--- config.mk ---
export PLATFORM = sky130hd
export DESIGN_NAME = tv80_alu16_seq_flat
export DESIGN_NICKNAME = d
export VERILOG_FILES = /design/src/rtl/tv80_alu16_seq_pkg.sv /design/src/rtl/tv80_alu16_seq_if.sv /design/src/rtl/tv80_alu16_seq.sv /design/src/flat_wrapper.sv
export SDC_FILE = /design/constraint.sdc
export NUM_CORES = 1
export LEC_CHECK = 0
export CAP_MARGIN = 20
export CELL_PAD_IN_SITES_DETAIL_PLACEMENT = 0
export CELL_PAD_IN_SITES_GLOBAL_PLACEMENT = 1
export CORE_MARGIN = 4
export CORE_UTILIZATION = 40
export DETAILED_ROUTE_END_ITERATION = 7
export PLACE_DENSITY_LB_ADDON = 0.1
export SYNTH_ARGS = -nofsm -noshare
export SYNTH_HDL_FRONTEND = slang
export SYNTH_SLANG_ARGS = --single-unit
--- constraint.sdc ---
create_clock -name clk -period 9 [get_ports clk]
set_clock_uncertainty 0.1 [all_clocks]
set_input_delay 2.7 -clock clk [delete_from_list [all_inputs] [get_ports clk]]
set_output_delay 2.7 -clock clk [all_outputs]
set_load 0.01 [all_outputs]
--- src/rtl/tv80_alu16_seq_pkg.sv ---
`default_nettype none
// ============================================================================
//  Module      : tv80_alu16_seq_pkg
//  Description : Shared definitions for the 16-bit ALU sequencer. Holds the
//                F register bit positions, the ALU_Op codes understood by
//                tv80_alu, the request opcode encoding, the sequencer states
//                and a helper that picks the ALU controls for each pass.
//  Revision    : 1.0 - initial release
// ============================================================================
package tv80_alu16_seq_pkg;

    // F register bit positions (identical to tv80_alu)
    localparam int FLAG_C = 0;
    localparam int FLAG_N = 1;
    localparam int FLAG_P = 2;
    localparam int FLAG_X = 3;
    localparam int FLAG_H = 4;
    localparam int FLAG_Y = 5;
    localparam int FLAG_Z = 6;
    localparam int FLAG_S = 7;

    // tv80_alu ALU_Op codes used by the 16-bit sequences
    localparam logic [3:0] ALU_OP_ADD = 4'b0000;
    localparam logic [3:0] ALU_OP_ADC = 4'b0001;
    localparam logic [3:0] ALU_OP_SUB = 4'b0010;
    localparam logic [3:0] ALU_OP_SBC = 4'b0011;

    // Request opcode encoding on req_op
    typedef enum logic [1:0] {
        REQ_ADD16 = 2'b00,
        REQ_ADC16 = 2'b01,
        REQ_SBC16 = 2'b10,
        REQ_INC16 = 2'b11
    } req_op_e;

    // Sequencer states
    typedef enum logic [1:0] {
        ST_IDLE = 2'b00,
        ST_LO   = 2'b01,
        ST_HI   = 2'b10,
        ST_DONE = 2'b11
    } state_e;

    // Per-pass control bundle for the ALU
    typedef struct packed {
        logic [3:0] op;
        logic       arith16;
        logic       z16;
    } alu_ctl_t;

    // ADD16 (and INC16) runs ADD on the low byte and ADC on the high byte with
    // Arith16 so S/Z/P come through untouched from the CPU F. ADC16/SBC16 use
    // the same op on both bytes; Z16 on the high pass folds in the low-byte Z
    // so the final Z reflects the whole 16-bit result.
    function automatic alu_ctl_t alu_ctl(input req_op_e op, input logic hi_pass);
        alu_ctl_t c;
        c = '0;
        case (op)
            REQ_ADC16: begin
                c.op  = ALU_OP_ADC;
                c.z16 = hi_pass;
            end
            REQ_SBC16: begin
                c.op  = ALU_OP_SBC;
                c.z16 = hi_pass;
            end
            default: begin
                c.op      = hi_pass ? ALU_OP_ADC : ALU_OP_ADD;
                c.arith16 = 1'b1;
            end
        endcase
        return c;
    endfunction

endpackage
`default_nettype wire

--- src/rtl/tv80_alu16_seq_if.sv ---
`default_nettype none
// ============================================================================
//  Module      : tv80_alu16_seq_if
//  Description : Bundle of all signals around the 16-bit ALU sequencer:
//                request/response handshake towards the microcode sequencer
//                and the drive/return lines towards the shared tv80_alu.
//                master : environment (sequencer side plus the ALU instance)
//                slave  : the tv80_alu16_seq block
//  Ports       : req_valid/req_ready/req_op/req_a/req_b/req_f  - request
//                rsp_valid/rsp_ready/rsp_q/rsp_f              - response
//                alu_op/alu_arith16/alu_z16/alu_ir/alu_iset/
//                alu_bus_a/alu_bus_b/alu_f_in                 - ALU drive
//                alu_q/alu_f_out                              - ALU return
//  Revision    : 1.0 - initial release
// ============================================================================
interface tv80_alu16_seq_if;

    logic        req_valid;
    logic        req_ready;
    logic [1:0]  req_op;
    logic [15:0] req_a;
    logic [15:0] req_b;
    logic [7:0]  req_f;

    logic        rsp_valid;
    logic        rsp_ready;
    logic [15:0] rsp_q;
    logic [7:0]  rsp_f;

    logic [3:0]  alu_op;
    logic        alu_arith16;
    logic        alu_z16;
    logic [5:0]  alu_ir;
    logic [1:0]  alu_iset;
    logic [7:0]  alu_bus_a;
    logic [7:0]  alu_bus_b;
    logic [7:0]  alu_f_in;
    logic [7:0]  alu_q;
    logic [7:0]  alu_f_out;

    modport master (
        output req_valid, req_op, req_a, req_b, req_f, rsp_ready,
        input  req_ready, rsp_valid, rsp_q, rsp_f,
        input  alu_op, alu_arith16, alu_z16, alu_ir, alu_iset,
        input  alu_bus_a, alu_bus_b, alu_f_in,
        output alu_q, alu_f_out
    );

    modport slave (
        input  req_valid, req_op, req_a, req_b, req_f, rsp_ready,
        output req_ready, rsp_valid, rsp_q, rsp_f,
        output alu_op, alu_arith16, alu_z16, alu_ir, alu_iset,
        output alu_bus_a, alu_bus_b, alu_f_in,
        input  alu_q, alu_f_out
    );

endinterface
`default_nettype wire

--- src/rtl/tv80_alu16_seq.sv ---
`default_nettype none
// ============================================================================
//  Module      : tv80_alu16_seq
//  Description : Initiator for the TV80 8-bit ALU. Takes one 16-bit
//                ADD/ADC/SBC HL,rr request, runs the ALU over the low byte
//                then the high byte (flags of the low pass feed the high
//                pass) and presents the 16-bit result and final F until the
//                consumer takes it. IDLE -> LO -> HI -> DONE -> IDLE.
//  Ports       : clk, reset (asynchronous, active high)
//                bus (tv80_alu16_seq_if.slave) - request/response handshake
//                and the tv80_alu drive/return signals
//  Options     : TV80_ALU16_INC_EN - req_op 11 becomes INC16 (b = 0x0001,
//                F returned unchanged); otherwise req_op 11 acts as ADD16.
//  Revision    : 1.0 - initial release
// ============================================================================
module tv80_alu16_seq
    import tv80_alu16_seq_pkg::*;
(
    input  logic            clk,
    input  logic            reset,
    tv80_alu16_seq_if.slave bus
);

    state_e      state_q,     state_d;
    req_op_e     op_q,        op_d;
    logic [15:0] a_q,         a_d;
    logic [15:0] b_q,         b_d;
    logic [7:0]  f_q,         f_d;
    logic [7:0]  flo_q,       flo_d;
    logic [7:0]  res_lo_q,    res_lo_d;
    logic [15:0] rsp_q_q,     rsp_q_d;
    logic [7:0]  rsp_f_q,     rsp_f_d;
    logic        req_ready_q, req_ready_d;
    logic        rsp_valid_q, rsp_valid_d;

    req_op_e     req_op_dec;
    logic [15:0] req_b_dec;

    // Request decode at the accept point; the optional INC16 is folded into
    // the ADD16 sequence with a forced second operand.
    always_comb begin
        req_op_dec = req_op_e'(bus.req_op);
        req_b_dec  = bus.req_b;
`ifdef TV80_ALU16_INC_EN
        if (req_op_dec == REQ_INC16) begin
            req_b_dec = 16'h0001;
        end
`else
        if (req_op_dec == REQ_INC16) begin
            req_op_dec = REQ_ADD16;
        end
`endif
    end

    always_comb begin
        state_d  = state_q;
        op_d     = op_q;
        a_d      = a_q;
        b_d      = b_q;
        f_d      = f_q;
        flo_d    = flo_q;
        res_lo_d = res_lo_q;
        rsp_q_d  = rsp_q_q;
        rsp_f_d  = rsp_f_q;
        case (state_q)
            ST_IDLE: begin
                if (bus.req_valid) begin
                    op_d    = req_op_dec;
                    a_d     = bus.req_a;
                    b_d     = req_b_dec;
                    f_d     = bus.req_f;
                    state_d = ST_LO;
                end
            end
            ST_LO: begin
                res_lo_d = bus.alu_q;
                flo_d    = bus.alu_f_out;
                state_d  = ST_HI;
            end
            ST_HI: begin
                // The response is only updated here, as a whole, so a
                // half-finished result is never visible on rsp_q.
                rsp_q_d = {bus.alu_q, res_lo_q};
                rsp_f_d = (op_q == REQ_INC16) ? f_q : bus.alu_f_out;
                state_d = ST_DONE;
            end
            ST_DONE: begin
                if (bus.rsp_ready) begin
                    state_d = ST_IDLE;
                end
            end
            default: begin
                state_d = ST_IDLE;
            end
        endcase
        // Handshake outputs are registered copies of the next state
        req_ready_d = (state_d == ST_IDLE);
        rsp_valid_d = (state_d == ST_DONE);
    end

    always_ff @(posedge clk or posedge reset) begin
        if (reset) begin
            state_q     <= ST_IDLE;
            op_q        <= REQ_ADD16;
            a_q         <= '0;
            b_q         <= '0;
            f_q         <= '0;
            flo_q       <= '0;
            res_lo_q    <= '0;
            rsp_q_q     <= '0;
            rsp_f_q     <= '0;
            req_ready_q <= 1'b1;
            rsp_valid_q <= 1'b0;
        end else begin
            state_q     <= state_d;
            op_q        <= op_d;
            a_q         <= a_d;
            b_q         <= b_d;
            f_q         <= f_d;
            flo_q       <= flo_d;
            res_lo_q    <= res_lo_d;
            rsp_q_q     <= rsp_q_d;
            rsp_f_q     <= rsp_f_d;
            req_ready_q <= req_ready_d;
            rsp_valid_q <= rsp_valid_d;
        end
    end

    // ALU drive is combinational from the state registers so the ALU result
    // is ready to be captured on the edge that ends each pass.
    logic       hi_pass;
    logic       busy;
    alu_ctl_t   ctl;
    logic [3:0] alu_op_c;
    logic       alu_arith16_c;
    logic       alu_z16_c;
    logic [7:0] alu_bus_a_c;
    logic [7:0] alu_bus_b_c;
    logic [7:0] alu_f_in_c;

    assign hi_pass = (state_q == ST_HI);
    assign busy    = (state_q == ST_LO) || (state_q == ST_HI);
    assign ctl     = alu_ctl(op_q, hi_pass);

    always_comb begin
        alu_op_c      = '0;
        alu_arith16_c = 1'b0;
        alu_z16_c     = 1'b0;
        alu_bus_a_c   = '0;
        alu_bus_b_c   = '0;
        alu_f_in_c    = '0;
        if (busy) begin
            alu_op_c      = ctl.op;
            alu_arith16_c = ctl.arith16;
            alu_z16_c     = ctl.z16;
            alu_bus_a_c   = hi_pass ? a_q[15:8] : a_q[7:0];
            alu_bus_b_c   = hi_pass ? b_q[15:8] : b_q[7:0];
            alu_f_in_c    = hi_pass ? flo_q     : f_q;
        end
    end

    assign bus.req_ready   = req_ready_q;
    assign bus.rsp_valid   = rsp_valid_q;
    assign bus.rsp_q       = rsp_q_q;
    assign bus.rsp_f       = rsp_f_q;
    assign bus.alu_op      = alu_op_c;
    assign bus.alu_arith16 = alu_arith16_c;
    assign bus.alu_z16     = alu_z16_c;
    assign bus.alu_ir      = 6'b000000;
    assign bus.alu_iset    = 2'b00;
    assign bus.alu_bus_a   = alu_bus_a_c;
    assign bus.alu_bus_b   = alu_bus_b_c;
    assign bus.alu_f_in    = alu_f_in_c;

endmodule
`default_nettype wire

--- src/flat_wrapper.sv ---
// flat-port wrapper written by rule: the top's interface ports become plain ports
module tv80_alu16_seq_flat import tv80_alu16_seq_pkg::*;
  (clk, reset, bus_req_valid, bus_req_op, bus_req_a, bus_req_b, bus_req_f, bus_rsp_ready, bus_req_ready, bus_rsp_valid, bus_rsp_q, bus_rsp_f, bus_alu_op, bus_alu_arith16, bus_alu_z16, bus_alu_ir, bus_alu_iset, bus_alu_bus_a, bus_alu_bus_b, bus_alu_f_in, bus_alu_q, bus_alu_f_out);
  tv80_alu16_seq_if bus_i ();
  input  logic clk;
  input  logic reset;
  input wire logic [$bits(bus_i.req_valid)-1:0] bus_req_valid;
  input wire logic [$bits(bus_i.req_op)-1:0] bus_req_op;
  input wire logic [$bits(bus_i.req_a)-1:0] bus_req_a;
  input wire logic [$bits(bus_i.req_b)-1:0] bus_req_b;
  input wire logic [$bits(bus_i.req_f)-1:0] bus_req_f;
  input wire logic [$bits(bus_i.rsp_ready)-1:0] bus_rsp_ready;
  output wire logic [$bits(bus_i.req_ready)-1:0] bus_req_ready;
  output wire logic [$bits(bus_i.rsp_valid)-1:0] bus_rsp_valid;
  output wire logic [$bits(bus_i.rsp_q)-1:0] bus_rsp_q;
  output wire logic [$bits(bus_i.rsp_f)-1:0] bus_rsp_f;
  output wire logic [$bits(bus_i.alu_op)-1:0] bus_alu_op;
  output wire logic [$bits(bus_i.alu_arith16)-1:0] bus_alu_arith16;
  output wire logic [$bits(bus_i.alu_z16)-1:0] bus_alu_z16;
  output wire logic [$bits(bus_i.alu_ir)-1:0] bus_alu_ir;
  output wire logic [$bits(bus_i.alu_iset)-1:0] bus_alu_iset;
  output wire logic [$bits(bus_i.alu_bus_a)-1:0] bus_alu_bus_a;
  output wire logic [$bits(bus_i.alu_bus_b)-1:0] bus_alu_bus_b;
  output wire logic [$bits(bus_i.alu_f_in)-1:0] bus_alu_f_in;
  input wire logic [$bits(bus_i.alu_q)-1:0] bus_alu_q;
  input wire logic [$bits(bus_i.alu_f_out)-1:0] bus_alu_f_out;
  assign bus_i.req_valid = bus_req_valid;
  assign bus_i.req_op = bus_req_op;
  assign bus_i.req_a = bus_req_a;
  assign bus_i.req_b = bus_req_b;
  assign bus_i.req_f = bus_req_f;
  assign bus_i.rsp_ready = bus_rsp_ready;
  assign bus_req_ready = bus_i.req_ready;
  assign bus_rsp_valid = bus_i.rsp_valid;
  assign bus_rsp_q = bus_i.rsp_q;
  assign bus_rsp_f = bus_i.rsp_f;
  assign bus_alu_op = bus_i.alu_op;
  assign bus_alu_arith16 = bus_i.alu_arith16;
  assign bus_alu_z16 = bus_i.alu_z16;
  assign bus_alu_ir = bus_i.alu_ir;
  assign bus_alu_iset = bus_i.alu_iset;
  assign bus_alu_bus_a = bus_i.alu_bus_a;
  assign bus_alu_bus_b = bus_i.alu_bus_b;
  assign bus_alu_f_in = bus_i.alu_f_in;
  assign bus_i.alu_q = bus_alu_q;
  assign bus_i.alu_f_out = bus_alu_f_out;
  tv80_alu16_seq u_core (.clk(clk), .reset(reset), .bus(bus_i));
endmodule
## Word-level counts from Yosys, hierarchy flattened

Cells that the tools add are included.

| operators by class | value |
|---|---|
| add/subtract/negate cells | 0 |
| multipliers | 0 |
| divide/modulo/power cells | 0 |
| order comparisons | 0 |
| eq/ne operators | 8 |
| shifts and indexed selects | 0 |
| multiplexer cells | 18 |
| bitwise gates (word level) | 0 |
| reductions and logical operators | 5 |

Operators by type and width:

| kind | count |
|---|---|
| $mux W8 | 7 |
| $eq A2 B2 Y1 const B | 6 |
| $pmux W2 S4 | 1 |
| $pmux W4 S2 | 1 |
| $mux W2 | 3 |
| $mux W1 | 5 |
| $eq A2 B1 Y1 const B | 2 |
| $logic_not A2 Y1 | 2 |
| $mux W4 | 1 |
| $reduce_and A2 Y1 | 1 |
| $reduce_or A2 Y1 | 1 |
| $logic_or A1 B1 Y1 | 1 |

| word-level totals | value |
|---|---|
| register bits after elaboration | 86 |
| bits in latches | 0 |
| memory bits (writable) | 0 |
| bits in read-only memories | 0 |
| input bits | 62 |
| output and inout bits | 64 |
| word-level logic and storage cells | 42 |
| memories | 0 |

## Logic depth before layout (Yosys ltp)

Gate-level depths: netlist (run 1).

| depth | value |
|---|---|
| depth in word-level cells | 4 |
| mapped depth | 7 |
| depth with buffers taken out | 5 |

## Worst setup path before layout (run 1)

Ideal clock, no wire load.

| path | value |
|---|---|
| path type | register to output |
| from | reg u_core.state_q[0] |
| to | out bus_alu_op[0] |
| arrival | 1320 ps |
| required time | 6200 ps |
| path slack | 4880 ps |
| cell stages (with the launch flop) | 7 |
| path buffers | 2 |
| path through | dfrtp_1 -> inv_1 -> ha_1 -> buf_4 -> buf_2 -> inv_1 -> a21boi_0 |

| between the ends | value |
|---|---|
| word-level cells in the longest chain between the ends | 4 |
| elaborated cells between the ends (all ways) | 6 |
| those cells by class | eq/ne (2); mux (3); reduce/logical (1) |

RTL lines:

| element | line | RTL |
|---|---|---|
| from (decl) | tv80_alu16_seq.sv:24 | `state_e state_q, state_d;` |
| from (signal assigned) | tv80_alu16_seq.sv:115 | `state_q <= state_d;` |
| $eq A2 B2 Y1 | tv80_alu16_seq.sv:141, tv80_alu16_seq.sv:142 |  |
| $mux W1 | tv80_alu16_seq_pkg.sv:68 | `c.op = hi_pass ? ALU_OP_ADC : ALU_OP_ADD;` |
| $pmux W4 S2 | tv80_alu16_seq_pkg.sv:58 | `case (op)` |
| $mux W4 * | tv80_alu16_seq.sv:152 | `if (busy) begin` |
| to (decl) | flat_wrapper.sv:17 | `output wire logic [$bits(bus_i.alu_op)-1:0] bus_alu_op;` |

Mark *: on every way between the ends. The rest lies on a longest branch, timed or not.

## Final worst setup path (run 1)

| path | value |
|---|---|
| from | reg u_core.state_q[0] |
| to | out bus_alu_bus_b[7] |

| between the ends | value |
|---|---|
| word-level cells in the longest chain between the ends | 3 |
| elaborated cells between the ends (all ways) | 5 |
| those cells by class | eq/ne (2); mux (2); reduce/logical (1) |

RTL lines:

| element | line | RTL |
|---|---|---|
| $eq A2 B2 Y1 / $eq A2 B1 Y1 (equally long branches) | tv80_alu16_seq.sv:141, tv80_alu16_seq.sv:142 |  |
| $mux W8 / $logic_or A1 B1 Y1 (equally long branches) | tv80_alu16_seq.sv:157, tv80_alu16_seq.sv:142 |  |
| $mux W8 * | tv80_alu16_seq.sv:152 |  |
| to (decl) | flat_wrapper.sv:23 | `output wire logic [$bits(bus_i.alu_bus_b)-1:0] bus_alu_bus_b;` |

Marked as above.

==> results of run 1 <==
## power breakdown
part	switching (W)	internal, W
Sequential	0.000108	0.000585
Clock	0.000135	0.000145
Combinational	0.000392	0.000614
Total	0.000635	0.00134
## final cells by class
cell class	instances	share of cell area
Timing Repair Buffer	119	0.2183
Multi-Input combinational cell	182	0.3183
Sequential cell	86	0.3913
Clock inverter	4	0.01000
Clock buffer	12	0.02819
Inverter	5	0.003638
Tap cell	133	0.03024
## per-stage QoR
stage,worst slack [ns],utilization,hold slack [ns]
after floorplan,3.980,-,0.3749
after detailed placement,3.655,0.5337,0.3892
final,3.309,0.5578,0.4026
after global routing,3.061,0.5578,0.4210
after CTS,3.269,0.5550,0.4111
after global placement,3.705,0.5337,0.3828
## worst reg2reg max path, stage by stage, from the launching register on
cell	delay, ns
dfrtp_1	0.40
inv_1	0.15
ha_2	0.48
buf_4	0.59
mux2_2	0.44
## final timing paths
check                      depth (start not counted)  slack [ns]                          endpoint                            from
setup / recovery                                   6        3.31                  bus_alu_bus_b[7]     u_core.state_q[0]$_DFF_PP0_
min in group asynchronous                          3        2.64  u_core.bus.rsp_q[14]$_DFFE_PP0P_                           reset
hold reg to reg                                    1        0.40   u_core.bus.rsp_q[6]$_DFFE_PP0P_  u_core.res_lo_q[6]$_DFFE_PP0N_
hold / removal                                     1        0.40   u_core.bus.rsp_q[6]$_DFFE_PP0P_  u_core.res_lo_q[6]$_DFFE_PP0N_
max in group asynchronous                          4        5.52    u_core.bus.req_ready$_DFF_PP1_                           reset
setup reg to reg                                   4        6.72   u_core.bus.rsp_q[0]$_DFFE_PP0P_     u_core.state_q[0]$_DFF_PP0_
## cell usage after synthesis
cell type / instances
clkbuf_2: 1
o21bai_1: 1
dfrtp_1: 85
o21ai_0: 2
nand2_2: 1
buf_4: 14
ha_1: 7
a21oi_1: 8
mux2i_1: 33
nand3b_1: 1
a21boi_0: 1
o311ai_1: 1
mux2_4: 36
buf_12: 1
and2_1: 3
nand2b_4: 1
mux2_2: 36
dfstp_2: 1
buf_6: 5
a22oi_2: 1
conb_1: 1
nor2_1: 11
buf_2: 3
inv_1: 5
clkbuf_1: 2
nand2b_1: 2
nand2_1: 3
nor2b_1: 24
## state kept, by name (all words and copies together), names as in the netlist
name	flops
u_core.a_q	16
u_core.b_q	16
u_core.bus.req_ready	1
u_core.bus.rsp_f	8
u_core.bus.rsp_q	16
u_core.bus.rsp_valid	1
u_core.f_q	8
u_core.flo_q	8
u_core.op_q	2
u_core.res_lo_q	8
u_core.state_q	2
## metal layers
metal | part of all wire | vias up | GRT usage
met2 | 0.47 | 77 | 0.2364
met1 | 0.44 | 1234 | 0.1870
met3 | 0.072 | 10 | 0.04440
met4 | 0.014 | 0 | 0.05343
met5 | 0 | - | 0
li1 | - | 1197 | -
## cells by family after synthesis
family | count (synthesis) | share of synthesized area
multiplexers | 105 | 0.3115
buffers and inverters | 31 | 0.05559
adder cells (fa/ha/maj) | 7 | 0.02138
AO/OA/AOI/OAI | 14 | 0.02108
AND/OR/NAND/NOR | 46 | 0.06384
other | 1 | 0.0009154
flip-flops | 86 | 0.5257
==> impl_metrics.env, run 1 <==
export IMPL_antenna_cells=0
export IMPL_post_cts_setup_buffer_count=0
export IMPL_max_freq_ghz=0.1757
export IMPL_ir_drop_mv=0.1608
export IMPL_syn_area_per_cell_um2=14.13
export IMPL_maxCapViolations=0
export IMPL_yosysUniqueCellTypes=28
export IMPL_post_layout_nonfiller_instances=541
export IMPL_max_stage_delay_ns=0.59
export IMPL_cts_tree="yes"
export IMPL_ios=126
export IMPL_cts_buffers=9
export IMPL_synth_cell_area_mm2=0.004096
export IMPL_cp_num_buf_inv=3
export IMPL_synthTopCellsByArea="dfrtp_1 52%, mux2_4 13%, mux2_2 9.9%, mux2i_1 8.1%, nor2b_1 3.7%"
export IMPL_critical_path_slowest_cell="buf_4"
export IMPL_wire_per_inst_um=15.61
export IMPL_drc_errors=0
export IMPL_setup_tns_ns=0
export IMPL_hold_violations=0
export IMPL_cts_resized=0
export IMPL_die_w_um=109.2
export IMPL_total_leakage_power_nw=2.363
export IMPL_end_kind="output pin"
export IMPL_hold_buffers=0
export IMPL_finalWirelength_mm=8.447
export IMPL_final_cell_mix="115 x clkdlybuf4s50_1, 85 x dfrtp_1, 36 x mux2_4, 36 x mux2_2, 33 x mux2i_1"
export IMPL_clk_path_buf_depth=2
export IMPL_drt_first_pass_iters=3
export IMPL_min_period_ns=5.691
export IMPL_path_class="flip-flop to output pin"
export IMPL_clock_latency_ns=0.35
export IMPL_path_cells="inv_1 > ha_2 > buf_4 > mux2i_1 > nor2b_1 > clkdlybuf4s50_1"
export IMPL_antenna_left=0
export IMPL_htreeDepth=3
export IMPL_powerDensity_mw_per_mm2=359.7
export IMPL_grt_max_degree=87
export IMPL_rsz0062_at_grt="false"
export IMPL_clk_pin_slew_ns=0.09
export IMPL_dp_hpwl_mm=5.655
export IMPL_ys_warn_count=0
export IMPL_final_area_mm2=0.005503
export IMPL_synthCells=290
export IMPL_layout_commonest_cell="clkdlybuf4s50_1"
export IMPL_worst_pin_slew_ns=0.9015
export IMPL_gr_usage_all_layers=0.1468
export IMPL_num_fill_cells=849
export IMPL_synth_top_area_share=0.5192
export IMPL_clock_sinks=86
export IMPL_area_growth_pct=34.33
export IMPL_vias=2518
export IMPL_io_buffers=115
export IMPL_first_global_vias=2694
export IMPL_clock_root_buffer="clkbuf_8"
export IMPL_start_util=0.4153
export IMPL_timing_final_crit_share=0.6323
export IMPL_slew_headroom=0.3990
export IMPL_critPathLaunchType="flip-flop"
export IMPL_regArea_mm2=0.002153
export IMPL_die_area_mm2=0.01192
export IMPL_layout_drive_gt1_share=0.2377
export IMPL_ys_ff_latch=86
export IMPL_min_delay_path_class="flip-flop to flip-flop"
export IMPL_dp_cells=524
export IMPL_critical_path_top_delay_family="buffers and inverters"
export IMPL_multi_input_area_mm2=0.001752
export IMPL_drtIter0Drc=39
export IMPL_fin_nets=472
export IMPL_grt_first_pass_wirelength_mm=13.40
export IMPL_drv_slew=0
export IMPL_placed_cell_area_mm2=0.005265
export IMPL_via_per_inst=4.654
export IMPL_die_height_um=109.2
export IMPL_place_congestion=0.7093
export IMPL_seq_area_frac_synth=0.5257
export IMPL_std_cell_rows=36
export IMPL_worstPathArrival_ns=2.89
export IMPL_worstPathRequired_ns=6.20
export IMPL_cp_max_fo=46
export IMPL_outcome="completed"
export IMPL_yosysTopAreaCell="dfrtp_1"
export IMPL_grt_antenna_before_repair=0
export IMPL_power_total_w=0.001980
export IMPL_grt_remaining_overflow=0
export IMPL_core_area_mm2=0.009864
export IMPL_final_setup_viol_count=0
Note: power is estimated with default switching activity, not from simulation.
==> run 2, diff against run 1 <==
Settings changed: CORE_UTILIZATION 40 to 34.
Clock period 9 ns to 5.1 ns, I/O delays scaled along.
==> impl_metrics.env, run 2 (synthesis results as in run 1) <==
export IMPL_place_congestion=0.7884
export IMPL_dp_hpwl_mm=6.096
export IMPL_gr_usage_all_layers=0.1310
export IMPL_slew_headroom=0.3583
export IMPL_first_global_vias=2763
export IMPL_ir_drop_mv=0.2775
export IMPL_layout_drive_gt1_share=0.2439
export IMPL_power_total_w=0.003726
export IMPL_endpoint="bus_alu_op[0]"
export IMPL_clk_path_buf_depth=2
export IMPL_cts_tree="yes"
export IMPL_via_per_inst=4.519
export IMPL_rsz0062_at_grt="false"
export IMPL_drtIter0Drc=130
export IMPL_grt_first_pass_wirelength_mm=14.55
export IMPL_htreeDepth=3
export IMPL_start_util=0.3527
export IMPL_clock_sinks=86
export IMPL_outcome="completed"
export IMPL_die_height_um=117.8
export IMPL_clock_root_buffer="clkbuf_16"
export IMPL_num_fill_cells=1070
export IMPL_maxCapViolations=0
export IMPL_worst_pin_slew_ns=0.9626
export IMPL_r2r_start="u_core.state_q[0]$_DFF_PP0_"
export IMPL_drt_first_pass_iters=4
export IMPL_worstPathRequired_ns=3.47
export IMPL_post_cts_setup_buffer_count=0
export IMPL_worstPathArrival_ns=2.55
export IMPL_drv_slew=0
export IMPL_end_kind="output pin"
export IMPL_final_cell_mix="115 x clkdlybuf4s50_1, 85 x dfrtp_1, 36 x mux2_4, 36 x mux2_2, 33 x mux2i_1"
export IMPL_std_cell_rows=39
export IMPL_core_area_mm2=0.01161
export IMPL_final_setup_viol_count=0
export IMPL_ios=126
export IMPL_finalWirelength_mm=8.864
export IMPL_max_freq_ghz=0.2393
export IMPL_final_area_mm2=0.005654
export IMPL_hold_violations=0
export IMPL_path_class="flip-flop to output pin"
export IMPL_min_period_ns=4.179
export IMPL_io_buffers=115
export IMPL_drc_errors=0
export IMPL_regArea_mm2=0.002153
export IMPL_die_w_um=117.8
export IMPL_fin_nets=474
export IMPL_grt_antenna_before_repair=0
export IMPL_area_growth_pct=38.03
export IMPL_placed_cell_area_mm2=0.005303
export IMPL_regToRegEndpoint="u_core.bus.rsp_q[15]$_DFFE_PP0P_"
export IMPL_vias=2499
export IMPL_die_area_mm2=0.01387
export IMPL_antenna_cells=0
export IMPL_cp_max_fo=28
export IMPL_wire_per_inst_um=16.03
export IMPL_layout_commonest_cell="clkdlybuf4s50_1"
export IMPL_min_delay_path_class="flip-flop to flip-flop"
export IMPL_worstRegToRegCells=4
export IMPL_grt_max_degree=56
export IMPL_grt_remaining_overflow=0
export IMPL_clock_latency_ns=0.33
export IMPL_critPathLaunchType="flip-flop"
export IMPL_crit_start="u_core.state_q[1]$_DFF_PP0_"
export IMPL_cts_resized=0
export IMPL_hold_buffers=0
export IMPL_multi_input_area_mm2=0.001762
export IMPL_clk_pin_slew_ns=0.06
export IMPL_antenna_left=0
export IMPL_rrSetupSlack_ns=2.92
export IMPL_total_leakage_power_nw=2.426
export IMPL_setup_tns_ns=0
export IMPL_powerDensity_mw_per_mm2=659.0
export IMPL_cts_buffers=9
export IMPL_timing_final_crit_share=0.8195
==> run 2: changes by cell type in the layout (fill, tap and decap cells not counted), sizes merged <==
| cell | change |
|---|---|
| bufinv | +1 |
| buf | +2 |
| clkbuf | -2 |
| clkinvlp | +1 |
==> run 2: critical path: stages (launching register included) <==
cell and delay [ns]:
dfrtp_1 0.42, inv_1 0.11, ha_1 0.87, a21boi_0 0.25, clkdlybuf4s50_1 0.56
==> run 2: worst min path at each step <==
stage                                    from                         endpoint  slack, ns  cells after the start
6_report       u_core.res_lo_q[3]$_DFFE_PP0N_  u_core.bus.rsp_q[3]$_DFFE_PP0P_       0.40                      1
5_1_grt        u_core.res_lo_q[3]$_DFFE_PP0N_  u_core.bus.rsp_q[3]$_DFFE_PP0P_       0.41                      1
4_1_cts        u_core.res_lo_q[3]$_DFFE_PP0N_  u_core.bus.rsp_q[3]$_DFFE_PP0P_       0.40                      1
3_5_place_dp   u_core.res_lo_q[3]$_DFFE_PP0N_  u_core.bus.rsp_q[3]$_DFFE_PP0P_       0.39                      1
3_3_place_gp   u_core.res_lo_q[3]$_DFFE_PP0N_  u_core.bus.rsp_q[3]$_DFFE_PP0P_       0.38                      1
2_1_floorplan  u_core.res_lo_q[0]$_DFFE_PP0N_   u_core.res_lo_q[0]$_DFFE_PP0N_       0.37                      1
==> run 2: area by class of cell <==
type | count | area share
clock inverters | 6 | 0.01505
well taps | 143 | 0.03164
flip-flops and latches | 86 | 0.3808
clock buffers | 10 | 0.04227
inverters | 5 | 0.003541
multi-input cells | 182 | 0.3116
repair buffers | 121 | 0.2151
==> run 2: report_power, final <==
| part | internal, W | total (W) | switching, W |
|---|---|---|---|
| combinational | 0.00109 | 0.00180 | 0.000705 |
| clock | 0.000440 | 0.000702 | 0.000262 |
| sequential | 0.00104 | 0.00123 | 0.000192 |
==> run 2: stage by stage <==
stage                     cells  setup slack (ns)    util  hold WS, ns
final                       553            0.9206  0.4869       0.4007
after floorplan             299             1.250       -       0.3749
after detailed placement    536             1.179  0.4566       0.3890
after CTS                   552            0.8351  0.4845       0.4014
after global placement      536             1.259  0.4566       0.3804
after global routing        553            0.6736  0.4869       0.4096
==> run 2: metal layers <==
layer | wire length (um) | track usage | vias to the layer above
li1 | - | - | 1199
met1 | 4197 | 0.1711 | 1205
met2 | 3905 | 0.1969 | 83
met3 | 604 | 0.04469 | 12
met4 | 157 | 0.05788 | 0
met5 | 0 | 0 | -
